==> config.mk <==
export PLATFORM = sky130hd
export DESIGN_NAME = csi_frame_fmt
export DESIGN_NICKNAME = d
export VERILOG_FILES = /design/src/rtl/csi_frame_fmt.sv
export SDC_FILE = /design/constraint.sdc
export NUM_CORES = 1
export LEC_CHECK = 0
export CAP_MARGIN = 15
export CORE_ASPECT_RATIO = 1.2
export CORE_UTILIZATION = 51
export CTS_CLUSTER_SIZE = 28
export DETAILED_ROUTE_END_ITERATION = 6
export PLACE_DENSITY_LB_ADDON = 0.2
export SETUP_SLACK_MARGIN = 0.1
export SLEW_MARGIN = 15
export SYNTH_ARGS = -nofsm -noshare
export SYNTH_HDL_FRONTEND = slang
export SYNTH_SLANG_ARGS = --single-unit
==> constraint.sdc <==
create_clock -name pixel_clk -period 2.69 [get_ports pixel_clk]
set_input_delay 0.807 -clock pixel_clk [delete_from_list [all_inputs] [get_ports pixel_clk]]
set_output_delay 0.807 -clock pixel_clk [all_outputs]
set_load 0.01 [all_outputs]
==> src/rtl/csi_frame_fmt.sv <==
// CSI-2 frame formatter: per-VC frame tracking, skip, measurement and a framed pixel stream.
// Latency 2 cycles from accepted beat / FE header to output; no backpressure, the sink takes every beat.
module csi_frame_fmt #(
  parameter  int DATA_W      = 32,
  parameter  int NUM_VC      = 1,
  parameter  int SKIP_FRAMES = 4,
  parameter  int CNT_W       = 16,
  localparam int BYTES       = DATA_W / 8
) (
  input  logic                    pixel_clk,
  input  logic                    reset_n,
  input  logic                    hdr_vld,
  input  logic [5:0]              hdr_dt,
  input  logic [1:0]              hdr_vc,
  input  logic [15:0]             hdr_wc,
  input  logic                    dat_vld,
  input  logic [DATA_W-1:0]       dat_i,
  output logic                    out_vld,
  output logic [DATA_W-1:0]       out_dat,
  output logic [BYTES-1:0]        out_keep,
  output logic                    out_sof,
  output logic                    out_eol,
  output logic                    out_eof,
  output logic [1:0]              out_vc,
  output logic [NUM_VC*CNT_W-1:0] img_hbytes,
  output logic [NUM_VC*CNT_W-1:0] img_vlines,
  output logic [2:0]              err
);

  localparam int SKW = (SKIP_FRAMES > 0) ? $clog2(SKIP_FRAMES + 1) : 1;

  typedef enum logic {IDLE, PAYLOAD} pkt_st_t;

  pkt_st_t state_q, state_d;
  logic [1:0]  pkt_vc_q, pkt_vc_d;
  logic [15:0] pkt_wc_q, pkt_wc_d;
  logic [15:0] beats_q, beats_d;
  logic        pkt_act_q, pkt_act_d, pkt_en_q, pkt_en_d;

  logic [NUM_VC-1:0] in_frame_q, in_frame_d, sof_pend_q, sof_pend_d, en_q, en_d;
  logic [NUM_VC-1:0][CNT_W-1:0] line_cnt_q, line_cnt_d, first_len_q, first_len_d;
  logic [NUM_VC-1:0][CNT_W-1:0] img_h_q, img_h_d, img_v_q, img_v_d;
  logic [NUM_VC-1:0][SKW-1:0]   skip_q, skip_d;

  logic              s1_vld_q, s1_vld_d, s1_sof_q, s1_sof_d, s1_eol_q, s1_eol_d, s1_eof_q, s1_eof_d;
  logic [DATA_W-1:0] s1_dat_q, s1_dat_d;
  logic [BYTES-1:0]  s1_keep_q, s1_keep_d, last_keep;
  logic [1:0]        s1_vc_q, s1_vc_d;
  logic [2:0]        s1_err_q, s1_err_d;
  logic [15:0]       rem, beats_new;

  logic hdr_ok, is_fs, is_fe, is_long, start_pkt, beat, last_beat;

  // Headers addressed to an untracked VC are invisible, including to truncation.
  assign hdr_ok    = hdr_vld && (int'(hdr_vc) < NUM_VC);
  assign is_fs     = (hdr_dt == 6'h00);
  assign is_fe     = (hdr_dt == 6'h01);
  assign is_long   = (hdr_dt >= 6'h10);
  assign start_pkt = hdr_ok && is_long && (hdr_wc != 16'd0);
  assign beat      = (state_q == PAYLOAD) && dat_vld && !hdr_ok;
  assign last_beat = beat && (beats_q == 16'd1);

  always_ff @(posedge pixel_clk or negedge reset_n) begin
    if (!reset_n) begin
      state_q     <= IDLE;
      pkt_vc_q    <= '0;
      pkt_wc_q    <= '0;
      beats_q     <= '0;
      pkt_act_q   <= 1'b0;
      pkt_en_q    <= 1'b0;
      in_frame_q  <= '0;
      sof_pend_q  <= '0;
      en_q        <= '0;
      line_cnt_q  <= '0;
      first_len_q <= '0;
      img_h_q     <= '0;
      img_v_q     <= '0;
      skip_q      <= '0;
      s1_vld_q    <= 1'b0;
      s1_dat_q    <= '0;
      s1_keep_q   <= '0;
      s1_sof_q    <= 1'b0;
      s1_eol_q    <= 1'b0;
      s1_eof_q    <= 1'b0;
      s1_vc_q     <= '0;
      s1_err_q    <= '0;
      out_vld     <= 1'b0;
      out_dat     <= '0;
      out_keep    <= '0;
      out_sof     <= 1'b0;
      out_eol     <= 1'b0;
      out_eof     <= 1'b0;
      out_vc      <= '0;
      err         <= '0;
    end else begin
      state_q     <= state_d;
      pkt_vc_q    <= pkt_vc_d;
      pkt_wc_q    <= pkt_wc_d;
      beats_q     <= beats_d;
      pkt_act_q   <= pkt_act_d;
      pkt_en_q    <= pkt_en_d;
      in_frame_q  <= in_frame_d;
      sof_pend_q  <= sof_pend_d;
      en_q        <= en_d;
      line_cnt_q  <= line_cnt_d;
      first_len_q <= first_len_d;
      img_h_q     <= img_h_d;
      img_v_q     <= img_v_d;
      skip_q      <= skip_d;
      s1_vld_q    <= s1_vld_d;
      s1_dat_q    <= s1_dat_d;
      s1_keep_q   <= s1_keep_d;
      s1_sof_q    <= s1_sof_d;
      s1_eol_q    <= s1_eol_d;
      s1_eof_q    <= s1_eof_d;
      s1_vc_q     <= s1_vc_d;
      s1_err_q    <= s1_err_d;
      out_vld     <= s1_vld_q;
      out_dat     <= s1_dat_q;
      out_keep    <= s1_keep_q;
      out_sof     <= s1_sof_q;
      out_eol     <= s1_eol_q;
      out_eof     <= s1_eof_q;
      err         <= s1_err_q;
      if (s1_vld_q || s1_eof_q) out_vc <= s1_vc_q;
    end
  end

  always_comb begin
    state_d = state_q;
    case (state_q)
      IDLE:    if (start_pkt) state_d = PAYLOAD;
      PAYLOAD: begin
        if (hdr_ok)         state_d = start_pkt ? PAYLOAD : IDLE;
        else if (last_beat) state_d = IDLE;
      end
      default: state_d = IDLE;
    endcase
  end

  always_comb begin
    pkt_vc_d    = pkt_vc_q;
    pkt_wc_d    = pkt_wc_q;
    beats_d     = beats_q;
    pkt_act_d   = pkt_act_q;
    pkt_en_d    = pkt_en_q;
    in_frame_d  = in_frame_q;
    sof_pend_d  = sof_pend_q;
    en_d        = en_q;
    line_cnt_d  = line_cnt_q;
    first_len_d = first_len_q;
    img_h_d     = img_h_q;
    img_v_d     = img_v_q;
    skip_d      = skip_q;
    s1_vld_d    = 1'b0;
    s1_dat_d    = '0;
    s1_keep_d   = '0;
    s1_sof_d    = 1'b0;
    s1_eol_d    = 1'b0;
    s1_eof_d    = 1'b0;
    s1_vc_d     = s1_vc_q;
    s1_err_d    = '0;
    rem         = pkt_wc_q % 16'(BYTES);
    beats_new   = 16'(({1'b0, hdr_wc} + 17'(BYTES - 1)) / 17'(BYTES));
    for (int b = 0; b < BYTES; b++) last_keep[b] = (rem == 16'd0) || (b < int'(rem));

    if (beat) begin
      beats_d = beats_q - 16'd1;
      if (pkt_en_q) begin
        s1_vld_d  = 1'b1;
        s1_dat_d  = dat_i;
        s1_keep_d = last_beat ? last_keep : '1;
        s1_eol_d  = last_beat;
        s1_vc_d   = pkt_vc_q;
      end
      for (int v = 0; v < NUM_VC; v++) begin
        if (pkt_vc_q == v[1:0]) begin
          if (pkt_en_q) begin
            s1_sof_d      = sof_pend_q[v];
            sof_pend_d[v] = 1'b0;
          end
          if (last_beat && pkt_act_q) begin
            if (line_cnt_q[v] != '1)   line_cnt_d[v]  = line_cnt_q[v] + CNT_W'(1);
            if (line_cnt_q[v] == '0)   first_len_d[v] = CNT_W'(pkt_wc_q);
          end
        end
      end
    end

    if (hdr_ok) begin
      if (state_q == PAYLOAD) s1_err_d[0] = 1'b1;
      if (start_pkt) begin
        pkt_vc_d = hdr_vc;
        pkt_wc_d = hdr_wc;
        beats_d  = beats_new;
      end
      for (int v = 0; v < NUM_VC; v++) begin
        if (hdr_vc == v[1:0]) begin
          if (is_fs) begin
            if (in_frame_q[v]) s1_err_d[2] = 1'b1;
            in_frame_d[v]  = 1'b1;
            line_cnt_d[v]  = '0;
            first_len_d[v] = '0;
            sof_pend_d[v]  = 1'b1;
            en_d[v]        = (skip_q[v] == SKW'(SKIP_FRAMES));
          end else if (is_fe && in_frame_q[v]) begin
            in_frame_d[v] = 1'b0;
            img_v_d[v]    = line_cnt_q[v];
            img_h_d[v]    = first_len_q[v];
            if (skip_q[v] != SKW'(SKIP_FRAMES)) skip_d[v] = skip_q[v] + SKW'(1);
            if (en_q[v]) begin
              s1_eof_d = 1'b1;
              s1_vc_d  = hdr_vc;
            end
          end
          if (start_pkt) begin
            pkt_act_d = in_frame_q[v];
            pkt_en_d  = in_frame_q[v] && en_q[v];
            if (in_frame_q[v] && (line_cnt_q[v] != '0) && (first_len_q[v] != CNT_W'(hdr_wc)))
              s1_err_d[1] = 1'b1;
          end
        end
      end
    end
  end

  assign img_hbytes = img_h_q;
  assign img_vlines = img_v_q;

endmodule

Word level (Yosys, flattened, before mapping) --
Cells that the tools add are included.
Word-level totals: memories 0, register bits after elaboration 197, output and inout bits 77, RAM bits 0, latch bits 0, input port bits 60, ROM bits 0
Cells by class: div/mod/pow operators 0, equality and inequality tests 6, reductions and logical operators 31, order comparisons 6, bitwise logic cells 2, $mul 0, add/sub/neg operators 4, mux-type cells 60, shift operators 0
Operators by type and width (number):
- 16-bit two-way mux | 17
- 32-bit two-way mux | 2
- 16-bit zero test | 2
- 16-bit nonzero test | 2
- 1-bit two-way mux | 28
- 16-bit by 2-bit adder with 17-bit output, second input constant | 1
- 16-bit by 1-bit adder with 16-bit output, second input constant | 1
- 16-bit by 1-bit == test with 1-bit output, second input constant | 1
- 2-bit two-way mux | 8
- 16-bit != test | 1
- 16-bit != test, second input constant | 1
- 16-bit by 1-bit subtractor with 16-bit output, second input constant | 1
- 4-bit two-way mux | 3
- 1-bit logical AND | 11
- 3-bit AND reduction | 3
- 6-bit by 1-bit == test with 1-bit output, second input constant | 1
- 6-bit by 5-bit >= comparator with 1-bit output, second input constant | 1
- 6-bit zero test | 1
- 1-bit logical OR | 5
- 5-bit AND reduction | 1
- 2-bit zero test | 2
- 1-bit by 2-bit less-than comparator with 1-bit output, first input constant | 2
- 2-bit less-than comparator, first input constant | 2
- 4-bit AND reduction | 1
- other kinds (10) | 11

Longest topological paths before layout --
depth after elaboration 12, depth in mapped cells 8

Worst setup path after synthesis --
No wires, ideal clock.
kind input port to flip-flop, from input port hdr_vld, to register first_len_q[10] (netlist name), arrival time 2325 ps, setup time 132 ps, path slack 233 ps, cell stages on the path 7, data required time 2558 ps, path buffers 2, path through or3b_2 clkbuf_1 nand3_1 nor4_4 buf_6 mux2i_1 nor2_1
RTL lines:
- start, declared | RTL line 12 | input logic hdr_vld,
- end signal, assigned | RTL line 106 | first_len_q <= first_len_d;
- end, declared | RTL line 41 | logic [NUM_VC-1:0][CNT_W-1:0] line_cnt_q, line_cnt_d, first_len_q, first_len_d;

==> results by stage <==
Outcome:
- The run finished with clean final reports.

STA:
- Final hold analysis gives a worst-case slack of 0.3486 ns.
- In the finished design, the share of the clock period the worst path needs comes to 0.9041.
- Setup slack on the critical path of the routed design comes to 0.2579 ns.
- Measured against its own limit, the worst slew margin works out to 0.6122.
- The clock arrives with 0.01394 ns of skew.
- The upper clock frequency limit is 411.2 MHz.
- Setup violations remaining at the end of the flow were counted as 0.
- The number of pins exceeding their max-slew limit in the final report is 0.
- Setup repair after global routing left no endpoint under its margin.
- The number of failing hold endpoints at the final stage came to 0.
- The slew of the pin with the lowest slew margin is 0.5816 ns.
- The minimum clock period after layout is 2.432 ns.

GRT:
- The initial antenna violation count is 0.
- Entering global routing, the biggest net connects 71 pins.
- The via count of the first global-routing pass was 5861.
- The wire length of the first global-routing pass is 28570 um.
- The aggregate global routing overflow is 0.
- The aggregate global-route resource usage is 0.2312.

Drt:
- In this run the remaining antenna-violating nets after routing total 0.
- Using the TritonRoute via totals, the vias-per-cell ratio works out to 5.423.
- After detailed routing, the number of remaining DRC violations is 0.
- The number of optimization iterations in the first detailed-route pass is 5.
- The overall routed net length is 17360 um.
- The first-iteration detailed-routing DRC count is 407.
- The overall via count from detail_route is 5607.
- The detail-routed net length per standard cell is 16.79 um.

Clock tree:
- The clock root buffer is sky130_fd_sc_hd__clkbuf_16.
- In this run the number of H-tree levels came out at 4.
- The count of hold-fix buffers inserted at cts is 0.
- The post-CTS setup-driven buffer insertion count is 0.
- The clock passes through at most 2 buffers.
- The number of clock sinks is 195.
- Post-CTS repair changed the size of 0 cells.
- The number of clock buffers added by TritonCTS is 17.
- TritonCTS built the clock tree.
- The clock latency reported for the late side of the worst-skew pair is 0.44 ns.
- Clock-pin slew was measured on the worst setup and hold paths at 0.07 ns.

Setup path:
- The flop-to-flop setup slack is 0.48 ns.
- At the worst endpoint, the arrival time is 2.74 ns.
- The required time at the worst-slack endpoint is 3.00 ns.
- The worst setup path category is input pin to flip-flop.
- The kind of end point of the critical path is a flip-flop.
- The capture point of the worst path is line_cnt_q[4].
- Measured in cells, the most critical reg-to-reg path has a length of 8.
- In this run the worst path has a maximum fanout of 9.
- The reg-to-reg endpoint is first_len_q[3].
- The beginning of the critical path is hdr_vld.
- The origin of the critical flop-to-flop path is line_cnt_q[1].
- The critical path startpoint category is an input pin.

Placed design:
- At the end of routability-driven placement, the weighted congestion stood at 0.8716.
- In this run, placement finished with an instance count of 1002.
- At the placement stage, the worst setup path has a slack of -0.1839 ns.
- Once detailed placement completed, the half-perimeter wirelength came to 12560 um.
- During placement, the flow inserted port buffers numbering 136.
- In this run the cell area measured after placement is 0.009871 mm^2.

Floorplan:
- The number of cell rows is 49.
- The initial core utilization is 0.5255.
- The die span in x is 115.8 um.
- The number of placed I/O pins is 137.
- The die is 138.6 um tall.
- The full die area is 0.01604 mm^2.
- The floorplan step defined a core boundary enclosing 0.01508 mm^2.

Power and ir drop:
- The analysis attributes to cell leakage a power of 4.739 nW.
- The worst ir drop on vdd is 0.3497 mV.
- The cell area power density is 602.5 mW/mm^2.
- The overall power of the completed layout is 6.300 mW.

Synthesis:
- The most numerous cell in the Yosys netlist is sky130_fd_sc_hd__dfrtp_1.
- For this run, asynchronously set or reset flops after synthesis account for 1.000.
- The share of the synthesized area in the top cell type is 0.6157.
- The leading register cell type out of synthesis is sky130_fd_sc_hd__dfrtp_1.
- The number of nets handed over by synthesis was 714.
- Counting instances in the post-synthesis netlist gives the leading cell types as 195 x sky130_fd_sc_hd__dfrtp_1, 50 x sky130_fd_sc_hd__mux2_2, 46 x sky130_fd_sc_hd__nor2_1, 42 x sky130_fd_sc_hd__and2_1, 35 x sky130_fd_sc_hd__nand2_1.
- The post-synthesis cell type count is 48.
- In this run, synthesis produced a sequential element count of 195.
- Ranked by total cell area, the synthesized netlist is headed by sky130_fd_sc_hd__dfrtp_1 62%, sky130_fd_sc_hd__mux2_2 7.1%, sky130_fd_sc_hd__xnor2_1 3.6%, sky130_fd_sc_hd__and2_1 3.3%, sky130_fd_sc_hd__mux2i_1 2.8%.
- Counting flops with a built-in enable in the synthesized netlist gives 0.
- The summed instance area of the synthesized netlist is 0.007925 mm^2.
- The cell type with the largest total area after synthesis is sky130_fd_sc_hd__dfrtp_1.
- In the synthesized netlist, the number of instances is 646.
- A synthesized cell averages 12.27 um^2.
- The total of warnings raised by yosys is 0.
- The share of the Yosys chip area taken by registers is 0.6157.

Flow run:
- The max-capacitance violation count is 0.

Cells and area:
- Relative to the synthesized area, the layout overhead comes to 31.94%.
- The share of post-route cells with drive strength above 1 is 0.1651.
- The count of cells in the finished layout, fillers not included, comes to 1034.
- The cell area after layout is 0.01046 mm^2.
- The count of nets after finishing is 885.
- The repair_antennas step left the layout with diodes totalling 0.

Min path:
- The path class of the tightest hold or removal check is flip-flop to flip-flop.
==> layout make-up <==
class | instances | area [um^2]
clock inverter | 15 | 160.2
sequential | 195 | 4880
timing repair buffer | 183 | 1818
fill | 1121 | 4626
multi-input combinational | 404 | 2858
clock buffer | 17 | 425.4
tap | 204 | 255.2
inverter | 16 | 60.06
==> routing by layer <==
metal | GRT usage | vias to the layer above | wire length, um
met4 | 0.1026 | 0 | 419
li1 | - | 2593 | -
met2 | 0.3722 | 202 | 8643
met5 | 0 | - | 0
met3 | 0.04764 | 40 | 984
met1 | 0.3012 | 2772 | 7312
==> cells in the final DEF (no fill, tap or decap), drive strengths merged, types with 2 or more instances in the layout <==
master	n
or4	9
inv	26
nand2	35
clkinv	4
nand4b	2
and2	42
xor2	10
clkbuf	18
nor3b	3
o21ai	8
nor2b	2
nor3	13
buf	47
nand4	15
nor4b	3
or3	2
mux2i	22
nand3	22
and4	5
nor4	17
nor2	46
clkdlybuf4s50	135
a21oi	28
and3	5
xnor2	33
o31ai	9
mux2	50
ha	8
dfrtp	195
==> sequential cells by signal, summed over array words and instances (netlist names), 2 cells and up <==
register and cells:
s1_vc_q 2, img_hbytes 16, first_len_q 16, s1_err_q 3, pkt_wc_q 16, line_cnt_q 16, pkt_vc_q 2, out_vc 2
img_vlines 16, out_dat 32, err 3, s1_dat_q 32, s1_keep_q 4, beats_q 16, out_keep 4, skip_q 3
==> critical path, stage by stage <==
cell and delay [ns]:
sky130_fd_sc_hd__clkdlybuf4s50_1 0.47, sky130_fd_sc_hd__or3b_2 0.54, sky130_fd_sc_hd__or4_1 0.65, sky130_fd_sc_hd__o311ai_0 0.18
sky130_fd_sc_hd__nand2_1 0.09
==> cell families after synthesis <==
family | count (synthesis) | synth area share
AO/OA/AOI/OAI | 55 | 0.04168
buffers and inverters | 47 | 0.02400
AND/OR/NAND/NOR | 226 | 0.1596
multiplexers | 72 | 0.09883
flip-flops | 195 | 0.6157
XOR/XNOR | 43 | 0.04752
adder cells (fa/ha/maj) | 8 | 0.01263
==> metrics by stage <==
| step | util | TNS [ns] |
|---|---|---|
| after CTS | 0.6933 | 0 |
| after detailed placement | 0.6545 | -1.975 |
| final | 0.6933 | 0 |
| after floorplan | - | 0 |
| after global routing | 0.6933 | 0 |
| after global placement | 0.6545 | -0.6579 |
==> power breakdown <==
group / leakage, nW / total (mW) / internal (mW) / switching [mW]
logic: 1.82 / 0.591 / 0.307 / 0.284
registers: 2.63 / 3.21 / 3.07 / 0.135
clock network: 0.294 / 2.50 / 1.33 / 1.18
total: 4.74 / 6.30 / 4.70 / 1.60
==> worst min path at each step <==
stage,to,cells past startpoint,start,slack [ns]
detailed placement,out_dat[12],0,s1_dat_q[12],0.33
finish,out_dat[12],0,s1_dat_q[12],0.35
global route,out_dat[26],0,s1_dat_q[26],0.35
global placement,out_dat[17],0,s1_dat_q[17],0.33
CTS,out_dat[12],0,s1_dat_q[12],0.35
floorplan,err[0],0,s1_err_q[0],0.33
Power figures use the tool's default switching activity.
